$ cat config.mk
export PLATFORM = sky130hd
export DESIGN_NAME = vga_timing_gen
export DESIGN_NICKNAME = d
export VERILOG_FILES = /design/src/rtl/vga_timing_gen.sv
export SDC_FILE = /design/constraint.sdc
export NUM_CORES = 1
export LEC_CHECK = 0
export ABC_CLOCK_PERIOD_IN_PS = 1700
export BUFFER_PORTS_ARGS = -buffer_cell sky130_fd_sc_hd__clkbuf_2
export CAP_MARGIN = 20
export CELL_PAD_IN_SITES_DETAIL_PLACEMENT = 1
export CELL_PAD_IN_SITES_GLOBAL_PLACEMENT = 1
export CORE_MARGIN = 2
export CORE_UTILIZATION = 38
export CTS_BUF_LIST = sky130_fd_sc_hd__clkbuf_16
export DETAILED_ROUTE_END_ITERATION = 6
export GPL_TIMING_DRIVEN = 0
export PLACE_DENSITY = 0.75
export SYNTH_ARGS = -nofsm -noshare
export SYNTH_HDL_FRONTEND = slang
export SYNTH_SLANG_ARGS = --single-unit
$ cat constraint.sdc
create_clock -name clk -period 1.7 [get_ports clk]
set_input_delay 0.17 -clock clk [delete_from_list [all_inputs] [get_ports clk]]
set_output_delay 0.17 -clock clk [all_outputs]
set_load 0.01 [all_outputs]
$ cat src/rtl/vga_timing_gen.sv
// rtl/vga_timing_gen.sv - VGA raster timing: position counters, syncs, active-video flag and line/frame strobes
module vga_timing_gen #(
    parameter int H_ACTIVE = 640,
    parameter int H_FP     = 16,
    parameter int H_SYNC   = 96,
    parameter int H_BP     = 48,
    parameter int V_ACTIVE = 480,
    parameter int V_FP     = 10,
    parameter int V_SYNC   = 2,
    parameter int V_BP     = 33,
    parameter bit SYNC_POL = 1'b0
) (
    input  logic       clk,
    input  logic       rst,
    input  logic       ce,
    output logic       hsync,
    output logic       vsync,
    output logic       video_on,
    output logic [9:0] pixel_x,
    output logic [9:0] pixel_y,
    output logic       line_end,
    output logic       frame_end
);

    localparam int H_TOTAL = H_ACTIVE + H_FP + H_SYNC + H_BP;
    localparam int V_TOTAL = V_ACTIVE + V_FP + V_SYNC + V_BP;

    localparam logic [9:0] H_LAST     = 10'(H_TOTAL - 1);
    localparam logic [9:0] V_LAST     = 10'(V_TOTAL - 1);
    localparam logic [9:0] H_VIS      = 10'(H_ACTIVE);
    localparam logic [9:0] V_VIS      = 10'(V_ACTIVE);
    localparam logic [9:0] HS_START   = 10'(H_ACTIVE + H_FP);
    localparam logic [9:0] HS_END     = 10'(H_ACTIVE + H_FP + H_SYNC);
    localparam logic [9:0] VS_START   = 10'(V_ACTIVE + V_FP);
    localparam logic [9:0] VS_END     = 10'(V_ACTIVE + V_FP + V_SYNC);

    logic [9:0] hc_q, hc_d;
    logic [9:0] vc_q, vc_d;
    logic       hsync_q, hsync_d;
    logic       vsync_q, vsync_d;
    logic       video_on_q, video_on_d;
    logic       h_last;
    logic       v_last;

    assign h_last = (hc_q == H_LAST);
    assign v_last = (vc_q == V_LAST);

    // Counter next state: advance one pixel per ce, vertical steps on horizontal wrap
    always_comb begin
        hc_d = hc_q;
        vc_d = vc_q;
        if (ce) begin
            if (h_last) begin
                hc_d = 10'd0;
                vc_d = v_last ? 10'd0 : vc_q + 10'd1;
            end else begin
                hc_d = hc_q + 10'd1;
            end
        end
    end

    // Region decode from the current position; registered below, so outputs lag counters by one clk
    always_comb begin
        hsync_d    = ((hc_q >= HS_START) && (hc_q < HS_END)) ? SYNC_POL : ~SYNC_POL;
        vsync_d    = ((vc_q >= VS_START) && (vc_q < VS_END)) ? SYNC_POL : ~SYNC_POL;
        video_on_d = (hc_q < H_VIS) && (vc_q < V_VIS);
    end

    // State registers; reset dominates ce and parks syncs at their inactive level
    always_ff @(posedge clk) begin
        if (rst) begin
            hc_q       <= 10'd0;
            vc_q       <= 10'd0;
            hsync_q    <= ~SYNC_POL;
            vsync_q    <= ~SYNC_POL;
            video_on_q <= 1'b0;
        end else begin
            hc_q       <= hc_d;
            vc_q       <= vc_d;
            hsync_q    <= hsync_d;
            vsync_q    <= vsync_d;
            video_on_q <= video_on_d;
        end
    end

    assign hsync     = hsync_q;
    assign vsync     = vsync_q;
    assign video_on  = video_on_q;
    assign pixel_x   = hc_q;
    assign pixel_y   = vc_q;
    assign line_end  = ce & ~rst & h_last;
    assign frame_end = line_end & v_last;

endmodule

==> summary.md, run 1 <==
| Metric | Value |
|---|---|
| Status | `complete, but fails checks` |
| Failing checks | `setup timing` |
| Routed Antenna Nets | `0` |
| Largest stage delay, worst path | `0.36 ns` |
| Worst skew pair latency | `approximately 0.26 ns` |
| Syn Inst Count | `133` |
| Critical path cell sequence | `ha_4 > and4_1 > buf_6 > nand4_4 > buf_6 > nor3_2 > buf_2` |
| Required time worst endpoint | `roughly 1.5 ns` |
| Via count | `1120` |
| Post-synth top area share | `between 30% and 40%` |
| Mapped Area | `about 0.0012 mm²` |
| Unrepaired setup endpoints after global routing | `yes` |
| Final Cycle Share | `100.1%` |
| Hold Path End | `pixel_x[1]` |
| # DRC | `0` |
| Final hold viol count | `0` |
| Netlist cell types | `31` |
| Power Density | `722.1 mW/mm²` |
| Buffers on Ports | `27` |
| Area grow syn2layout | `33.65%` |
| Max FO, Critical Path | `4` |
| P_leak | `0.0006419 µW` |
| Clk_skew | `0.002613 ns` |
| Final WS setup | `-0.001554 ns` |
| Post-route minimum period | `1.702 ns` |
| CTS root buf | `clkbuf_16` |
| Routed length per instance | `around 15 µm` |
| TritonRoute pass-1 iters | `4` |
| Synth warn | `0` |
| Post-cts hold buffer count | `0` |
| Seq cells post-synth | `23` |
| Count of pins over their slew limit | `0` |
| Syn_nets | `roughly 140` |
| Max-cap violation count | `0` |
| Relative slew slack | `between 60% and 70%` |
| R2r setup slk | `around 0.10 ns` |
| H-tree depth | `1` |
| Crit path kind | `reg2out` |
| Crit path arrival time | `around 1.5 ns` |
| Die area | `about 0.0035 mm²` |
| Clk pin slew, worst setup/hold paths | `approximately 0.06 ns` |
| Critical path endpoint category | `primary output` |
| Gp weighted congestion | `0.7784` |
| Initial drt markers | `24` |
| Chip Height | `roughly 60 µm` |
| Leading area contributor after synthesis | `dfxtp_1` |
| Via density | `approximately 5.4` |
| Top cell by count, worst path | `buf_6` |
| CTS tree | `done` |
| Total Nets Final | `about 180` |
| CTS Buf Count | `3` |
| VDD IR max | `roughly 0.00033 V` |
| Worst-margin pin slew | `a little under 0.5 ns` |
| Chip width | `just under 60 µm` |
| Hold depth | `3` |
| Hold Startpoint | `ce` |
| Hpwl dp | `2071 µm` |
| Initial antenna violation count | `0` |
| Slowest-stage cell, CP | `dfxtp_4` |
| Bufs on Longest Clock Path | `2` |
| Average cell area after synthesis | `between 8 and 9 µm²` |
| # clock sinks | `23` |
| Most frequent cells in the layout | `clkbuf_2 (25), dfxtp_1 (18), nor2_1 (15)` |
| Final setup violating endpoints | `1` |
| Largest net degree at the start of global routing | `14` |
| Post-Route WL | `3153 µm` |
| Commonest non-fill, non-tap cell in the layout | `clkbuf_2` |
| Worst reg-to-reg path cell count | `8` |
| Synth area leaders | `dfxtp_1 (39%), ha_1 (5.3%), nor2_1 (5.1%)` |
| R2r endpoint | `pixel_y[6]` |
| Tot Pwr | `1130 µW` |
| Total Routing Usage GR | `~20%` |
| Startpoint types | `flip-flop` |
| Achievable Freq | `slightly below 0.6 GHz` |
| Antenna Cells | `0` |
| Initial Util | `between 30% and 40%` |
| Sequential share of the synthesized area | `39.32%` |
| # rows | `20` |
| Ports | `28` |
| Core Region | `0.003003 mm²` |
| Global-route wire length before repair | `5244 µm` |
| Worst Hold Slack | `approximately 0.26 ns` |
| Share of post-route cells with drive strength above 1 | `between 30% and 40%` |
| Hold crit path type | `in2reg` |
| Gr ovfl total | `0` |
| Critical R2R Launch | `pixel_x[0]` |
| Vias in the first global route | `1093` |
-- metrics by stage --
step | cell area (µm²) | setup slack [ns] | utilization, % | cells | TNS [ns]
after floorplan | 1176 | 0.07678 | - | 133 | 0
after global placement | 1353 | -0.08160 | 45.04 | 193 | -0.5016
after detailed placement | 1353 | -0.1065 | 45.04 | 193 | -0.9071
after CTS | 1544 | 0.007181 | 51.42 | 205 | 0
after global routing | 1565 | -0.07959 | 52.13 | 206 | -0.08463
final | 1565 | -0.001554 | 52.13 | 206 | -0.001554
-- Yosys cell counts (all sizes together) --
library cell / number
and4: 4
mux2i: 1
nand3: 6
ha: 5
nor4: 1
nand2: 8
nand2b: 1
or3: 7
xnor2: 5
o21bai: 1
nor3: 3
and3: 1
a21oi: 9
o21ai: 9
inv: 5
buf: 4
dfxtp: 23
nand4: 8
clkbuf: 3
nor2: 16
nor4b: 3
and2: 3
xor2: 5
and3b: 1
o2111ai: 1
-- report_power, final --
group	total [µW]	leakage, µW	switching, µW	internal [µW]
Combinational	59.6	0.000412	33.5	26.1
Sequential	550	0.000189	5.48	544
Clock	521	0.0000409	204	317
-- metal layers --
metal / GRT usage, % / share of wire [%] / vias up
met5: 0 / 0 / -
met2: 32.34 / 49 / 33
met1: 25.50 / 45 / 530
met4: 8.889 / 2.4 / 0
li1: - / - / 548
met3: 2.620 / 3.8 / 9
-- kinds of logic (layout without fill, tap and decap cells) --
logic type,Yosys count,after routing,synth area share (%)
AO/OA/AOI/OAI,20,20,10.04
multiplexers,1,1,0.8547
buffers and inverters,12,52,5.022
AND/OR/NAND/NOR,62,62,31.95
flip-flops,23,23,39.32
XOR/XNOR,10,10,7.478
adder cells (fa/ha/maj),5,5,5.342
-- area by class of cell --
class                   instances  area (µm²)
plain buffers                   5       38.79
clock buffers                   3       75.07
clock inverters                 1       5.005
fillers                       365        1438
inverters                       5       18.77
multi-input cells              98       696.9
flip-flops and latches         23       471.7
well taps                      33       41.29
repair buffers                 38       217.7
-- worst max-delay path by stage --
stage | depth (start not counted) | from | slack (ns) | endpoint
after global routing | 5 | pixel_x[8] | -0.08 | frame_end
after CTS | 6 | pixel_y[0] | 0.007 | frame_end
after floorplan | 6 | pixel_x[0] | 0.08 | frame_end
after detailed placement | 7 | pixel_x[0] | -0.11 | frame_end
after global placement | 7 | pixel_x[0] | -0.08 | frame_end
final | 7 | pixel_x[0] | -0.002 | frame_end
-- sequential cells by signal, summed over array words and instances, names as in the netlist --
name / count
pixel_x: 10
pixel_y: 10
hsync: 1
video_on: 1
vsync: 1
-- critical path, delay by kind of cell (launching register included) --
kind | cells | cell delay, ns
fa+ha+maj | 1 | 0.12
buf+inv | 3 | 0.41
flops | 1 | 0.36
simple gates | 3 | 0.39
-- what timing repair did --
action	CTS	global route
setup buffers	9	2
cloned	0	0
pin swaps	4	5
endpoints found under the setup margin	18	12
resized for setup	15	4
(Power assumes the default switching activity.)
==> run 2, diff against run 1 <==
==> constraint.sdc (replaced) <==
create_clock -name clk -period 1.7 [get_ports clk]
set_input_delay 0.085 -clock clk [delete_from_list [all_inputs] [get_ports clk]]
set_output_delay 0.085 -clock clk [all_outputs]
set_load 0.01 [all_outputs]
==> run 2 against run 1 <==
The flow now finishes without violations. Final cell count grew 0.97%. First-iteration DRC count shrank 17%. Final area grew 1.6%. Die area is the same. Total power shrank 1.4%. Register-to-register slack lost 0.02 ns. Worst hold slack lost 0.10 ns. Non-clock buffer count grew 2. Flip-flop and latch count is the same. Critical path depth is the same. Global-route usage shrank 0.15 points. Critical path type unchanged. Critical endpoint unchanged. Largest power group unchanged.
==> summary.md, run 2 (synthesized netlist as in run 1, its figures left out) <==
| Metric | Value |
|---|---|
| Startpoint types | `flip-flop` |
| Most frequent cells in the layout | `clkbuf_2 (25), dfxtp_1 (18), nor2_1 (15)` |
| Count of pins over their slew limit | `0 (unchanged)` |
| Final setup violating endpoints | `0 (-1)` |
| Initial Util | `39.00% (unchanged)` |
| Share of post-route cells with drive strength above 1 | `37.71% (+1.9 points)` |
| CTS Buf Count | `3 (unchanged)` |
| Achievable Freq | `0.6172 GHz (+5.0%)` |
| Routed length per instance | `14.80 µm (-3.3%)` |
| Area of the multi-input gates | `695.7 µm² (-0.18%)` |
| Buffers on Ports | `27 (unchanged)` |
| Final hold viol count | `0 (unchanged)` |
| TritonRoute pass-1 iters | `4 (unchanged)` |
| Vias in the first global route | `1142 (+4.5%)` |
| Fin util | `52.96% (+0.83 points)` |
| # DRC | `0 (unchanged)` |
| Via count | `1101 (-1.7%)` |
| Post-Place Setup Slack | `-0.1038 ns (+0.002720 ns)` |
| Initial drt markers | `20 (-17%)` |
| Relative slew slack | `67.32% (-0.34 points)` |
| Final WS setup | `0.07989 ns (+0.08144 ns)` |
| Worst skew pair latency | `0.26 ns (about the same)` |
| Unrepaired setup endpoints after global routing | `yes` |
| Post-cts hold buffer count | `0 (unchanged)` |
| Total Routing Usage GR | `19.51% (-0.15 points)` |
| Max FO, Critical Path | `4 (unchanged)` |
| H-tree depth | `1 (unchanged)` |
| Worst-margin pin slew | `0.4903 ns (+0.005165 ns)` |
| Final Cycle Share | `95.30% (-4.8 points)` |
| Crit path arrival time | `1.54 ns (about the same)` |
| Hpwl dp | `2075 µm (+0.19%)` |
| Routed Antenna Nets | `0 (unchanged)` |
| Slowest-stage cell, CP | `dfxtp_4` |
| Commonest non-fill, non-tap cell in the layout | `clkbuf_2` |
| CTS tree | `done` |
| Antenna Cells | `0 (unchanged)` |
| Ports | `28 (unchanged)` |
| Die area | `0.003542 mm² (unchanged)` |
| Gr ovfl total | `0 (unchanged)` |
| CTS root buf | `clkbuf_16` |
| Largest stage delay, worst path | `0.35 ns (about the same)` |
| Post-Route WL | `3079 µm (-2.3%)` |
| Bufs on Longest Clock Path | `2 (unchanged)` |
| Area grow syn2layout | `35.79%` |
| Via density | `5.293 (-2.6%)` |
| Initial antenna violation count | `0 (unchanged)` |
| Required time worst endpoint | `1.62 ns (+0.09 ns)` |
| P_leak | `0.0006486 µW (+1.1%)` |
| Critical path cell sequence | `ha_2 > and4_1 > buf_6 > nand4_4 > buf_6 > nor3_2 > buf_2` |
| FF/Latch Area | `474.2 µm² (+0.53%)` |
| Chip width | `59.52 µm (unchanged)` |
| Clk_skew | `0.001785 ns (-0.0008274 ns)` |
| Core Region | `0.003003 mm² (unchanged)` |
| Gp weighted congestion | `0.7969 (+2.4%)` |
| Status | `complete, no violations` |
| Clk pin slew, worst setup/hold paths | `0.06 ns (about the same)` |
| Max-cap violation count | `0 (unchanged)` |
| Chip Height | `59.52 µm (unchanged)` |
| Post-route minimum period | `1.620 ns (-0.08144 ns)` |
| Fillers | `365 (unchanged)` |
| Crit path kind | `reg2out` |
| Total Nets Final | `184 (+1.1%)` |
| Critical path endpoint category | `primary output` |
| Power Density | `700.7 mW/mm² (-3.0%)` |
| Largest net degree at the start of global routing | `13 (-1)` |
| Hold crit path type | `in2reg` |
| # clock sinks | `23 (unchanged)` |
| Global-route wire length before repair | `5181 µm (-1.2%)` |
| VDD IR max | `0.0003061 V (-6.9%)` |
| # rows | `20 (unchanged)` |
| Top cell by count, worst path | `buf_6` |
## run 2: what timing repair did
action / CTS / global route
setup buffers: 7 / 6
gates cloned: 0 / 0
setup endpoints to repair: 18 / 11
resized for setup: 18 / 9
pin swaps: 5 / 8
## run 2: final timing paths
kind	start	endpoint	slack, ns	cells past startpoint
setup / recovery	pixel_x[0]	frame_end	0.08	7
hold reg to reg	pixel_x[9]	hsync	0.47	1
setup reg to reg	pixel_x[0]	pixel_y[2]	0.08	8
hold / removal	ce	pixel_x[0]	0.16	3
## run 2: report_power, final
part           internal (µW)  switching (µW)  leakage, µW
Combinational           23.1            30.4     0.000417
Sequential               543            3.98     0.000189
Clock                    315             199    0.0000423
## run 2: layout make-up
| cell class | count | share of cell area (%) |
|---|---|---|
| well taps | 33 | 2.596 |
| clock buffers | 3 | 4.721 |
| plain buffers | 5 | 2.439 |
| multi-input cells | 98 | 43.74 |
| clock inverters | 1 | 0.2360 |
| repair buffers | 40 | 15.11 |
| flip-flops and latches | 23 | 29.82 |
| inverters | 5 | 1.338 |
## run 2: per-layer routing
layer	global-route usage [%]	vias up	wire, µm
li1	-	554	-
met1	23.86	518	1376
met2	33.59	24	1533
met3	2.620	5	111
met4	9.206	0	57
met5	0	-	0
## run 2: critical path, delay by kind of cell, from the launching register on
| kind | cells | cell delay (ns) |
|---|---|---|
| buffers and inverters | 3 | 0.41 |
| DFF | 1 | 0.35 |
| and+or+nand+nor | 3 | 0.34 |
| adders and majority gates | 1 | 0.17 |
## run 2: per-stage QoR
stage	setup TNS (ns)	cells	instance area, µm²	total power [µW]	hold slack [ns]
finish	0	208	1590	1114	0.1594
global route	-0.07248	208	1590	1163	0.1958
CTS	-0.03804	202	1524	1126	0.1615
detailed placement	-1.234	193	1348	608.3	0.4344
global placement	-0.4133	193	1348	605.9	0.4067
floorplan	0	133	1171	590.2	0.2326
==> run 3, diff against run 2 <==
==> config.mk (replaced) <==
export PLATFORM = sky130hd
export DESIGN_NAME = vga_timing_gen
export DESIGN_NICKNAME = d
export VERILOG_FILES = /design/src/rtl/vga_timing_gen.sv
export SDC_FILE = /design/constraint.sdc
export NUM_CORES = 1
export LEC_CHECK = 0
export ABC_CLOCK_PERIOD_IN_PS = 2050
export BUFFER_PORTS_ARGS = -buffer_cell sky130_fd_sc_hd__clkbuf_2
export CAP_MARGIN = 20
export CELL_PAD_IN_SITES_DETAIL_PLACEMENT = 1
export CELL_PAD_IN_SITES_GLOBAL_PLACEMENT = 1
export CORE_MARGIN = 2
export CORE_UTILIZATION = 41
export CTS_BUF_LIST = sky130_fd_sc_hd__clkbuf_16
export DETAILED_ROUTE_END_ITERATION = 6
export GPL_TIMING_DRIVEN = 0
export PLACE_DENSITY = 0.8
export SYNTH_ARGS = -nofsm -noshare
export SYNTH_HDL_FRONTEND = slang
export SYNTH_SLANG_ARGS = --single-unit
==> constraint.sdc (replaced) <==
create_clock -name clk -period 2.05 [get_ports clk]
set_input_delay 0.1025 -clock clk [delete_from_list [all_inputs] [get_ports clk]]
set_output_delay 0.1025 -clock clk [all_outputs]
set_load 0.01 [all_outputs]
==> run 3 against run 2 <==
Register-to-register slack better by 0.23 ns. Setup slack better by 0.079 ns. Final cell count down 6.3%. Combinational power down 34%. Total power down 18%. Global-route usage down 0.18 points. Final area down 9.9%. Via count down 5.4%. Worst hold slack better by 0.025 ns. Sequential power down 16%. Wire length down 6.7%. Critical path type unchanged.
==> summary.md, run 3 (synthesized netlist as in run 1, its figures left out) <==
| Metric | Value |
|---|---|
| Status | `complete, no violations` |
| Gr ovfl total | `0 (unchanged)` |
| Critical path endpoint category | `primary output` |
| Hold depth | `3 (unchanged)` |
| Startpoint types | `flip-flop` |
| Core Region | `0.002734 mm² (-9.0%)` |
| Fillers | `342 (-6.3%)` |
| Sequential power share | `50.3% (+1.2 points)` |
| CTS Buf Count | `3 (unchanged)` |
| Initial drt markers | `6 (-70%)` |
| Gp weighted congestion | `0.7786 (-2.3%)` |
| Total Routing Usage GR | `19.33% (-0.18 points)` |
| Pint | `728.5 µW (-17%)` |
| Critical R2R Launch | `pixel_x[0]` |
| Count of pins over their slew limit | `0 (unchanged)` |
| Worst skew pair latency | `0.26 ns (about the same)` |
| Area grow syn2layout | `22.33%` |
| Total Nets Final | `173 (-6.0%)` |
| Sw Ratio | `20.21% (-0.77 points)` |
| Final Cycle Share | `between 90% and 100%` |
| Max FO, Critical Path | `10 (+6)` |
| Hold Path End | `pixel_x[1]` |
| Clk pin slew, worst setup/hold paths | `0.06 ns (about the same)` |
| Clock power frac | `45.8% (-0.3 points)` |
| VDD IR max | `0.0005083 V (+66%)` |
| # clock sinks | `23 (unchanged)` |
| Hold crit path type | `in2reg` |
| Placed cells | `191 (-1.0%)` |
| Buffers on Ports | `27 (unchanged)` |
| Required time worst endpoint | `1.95 ns (+0.33 ns)` |
| # DRC | `0 (unchanged)` |
| Achievable Freq | `between 0.5 and 0.6 GHz` |
| Commonest non-fill, non-tap cell in the layout | `clkbuf_2` |
| CTS tree | `done` |
| Routed Antenna Nets | `0 (unchanged)` |
| Worst reg-to-reg path cell count | `6 (-2)` |
| Via count | `1041 (-5.4%)` |
| Relative slew slack | `68.32% (+1.0 points)` |
| Non-filler instance count after layout | `195 (-6.3%)` |
| Global-route wire length before repair | `4968 µm (-4.1%)` |
| Post-route minimum period | `between 1.5 and 2 ns` |
| Chip width | `57.45 µm (-3.5%)` |
| Antenna Cells | `0 (unchanged)` |
| Initial Util | `42.84% (+3.8 points)` |
| Worst-margin pin slew | `0.4752 ns (-0.01503 ns)` |
| R2r endpoint | `pixel_y[3]` |
| TritonRoute pass-1 iters | `3 (-1)` |
| Share of post-route cells with drive strength above 1 | `25.00% (-13 points)` |
| Clk_skew | `0.002072 ns (+0.0002867 ns)` |
| Largest net degree at the start of global routing | `13 (unchanged)` |
| Psw | `184.6 µW (-21%)` |
| Die area | `0.003300 mm² (-6.8%)` |
| Power Density | `637.3 mW/mm² (-9.0%)` |
| Ports | `28 (unchanged)` |
| H-tree depth | `1 (unchanged)` |
| CTS root buf | `clkbuf_16` |
| Crit path from | `pixel_x[0]` |
| Combinational power share | `3.9% (-0.9 points)` |
| Routed length per instance | `14.73 µm (-0.50%)` |
| Initial antenna violation count | `0 (unchanged)` |
| Post-cts hold buffer count | `0 (unchanged)` |
| Setup TNS | `0 ns (unchanged)` |
| P_leak | `0.0005668 µW (-13%)` |
| Post-CTS setup buffer count | `0 (-7)` |
| Unrepaired setup endpoints after global routing | `no` |
| Chip Height | `57.45 µm (-3.5%)` |
| R2r setup slk | `0.31 ns (+0.23 ns)` |
| Via density | `5.338 (+0.85%)` |
| Hpwl dp | `2122 µm (+2.3%)` |
| Vias in the first global route | `1048 (-8.2%)` |
| Post-cts gate resize count | `0 (-18)` |
| Bufs on Longest Clock Path | `2 (unchanged)` |
| Final hold viol count | `0 (unchanged)` |
| # rows | `19 (-5.0%)` |
| Hold Startpoint | `ce` |
| Max-cap violation count | `0 (unchanged)` |
| Crit path kind | `reg2out` |
| Most frequent cells in the layout | `clkbuf_2 (27), dfxtp_1 (21), nor2_1 (16)` |
| Post-Route WL | `2872 µm (-6.7%)` |
| Crit path arrival time | `1.79 ns (+0.25 ns)` |
| Final setup violating endpoints | `0 (unchanged)` |
[run 3: worst max path at each step]
stage | end | slack (ns)
finish | frame_end | 0.16
global route | frame_end | 0.001
CTS | frame_end | 0.01
detailed placement | pixel_y[3] | 0.23
global placement | pixel_y[4] | 0.30
floorplan | frame_end | 0.41
[run 3: through the flow]
step                      hold slack, ns  area (µm²)  util, %  total power, µW  setup WS, ns
after floorplan                   0.2501        1171        -            489.4        0.4127
after global placement            0.4222        1345    49.20            502.3        0.3013
after detailed placement          0.4530        1345    49.20            504.6        0.2335
after CTS                         0.1953        1424    52.08            925.5       0.01144
after global routing              0.2175        1433    52.40            948.4      0.001199
final                             0.1846        1433    52.40            913.1        0.1588
[run 3: worst max-delay path: stages (launching register included)]
cell      delay, ns
dfxtp_2        0.37
ha_1           0.18
and4_1         0.21
buf_6          0.13
nand4_4        0.14
buf_6          0.19
nor3_1         0.16
clkbuf_2       0.16
[run 3: power groups by stage]
| stage | logic [µW] | registers, µW | clock network (µW) |
|---|---|---|---|
| 2_1_floorplan | 19.6 | 470 | 0 |
| 5_1_grt | 40.8 | 460 | 448 |
| 3_3_place_gp | 34.6 | 468 | 0 |
| 6_report | 35.4 | 459 | 419 |
| 3_5_place_dp | 36.2 | 468 | 0 |
| 4_1_cts | 36.4 | 458 | 431 |
[run 3: final cells by class]
cell class / instances / area, µm² / area share, %
clock buffer: 3 / 75.07 / 5.240
inverter: 5 / 18.77 / 1.310
buffer: 7 / 46.29 / 3.231
clock inverter: 1 / 3.754 / 0.2620
multi-input combinational: 98 / 651.9 / 45.50
sequential: 23 / 462.9 / 32.31
tap: 31 / 38.79 / 2.707
timing repair buffer: 27 / 135.1 / 9.432
[run 3: per-layer routing]
metal	vias to the layer above	GRT usage (%)	share of wire, %
met5	-	0	0
met4	0	8.638	1.7
met3	5	2.948	3.1
met2	20	31.66	49
met1	486	25.07	46
li1	530	-	-
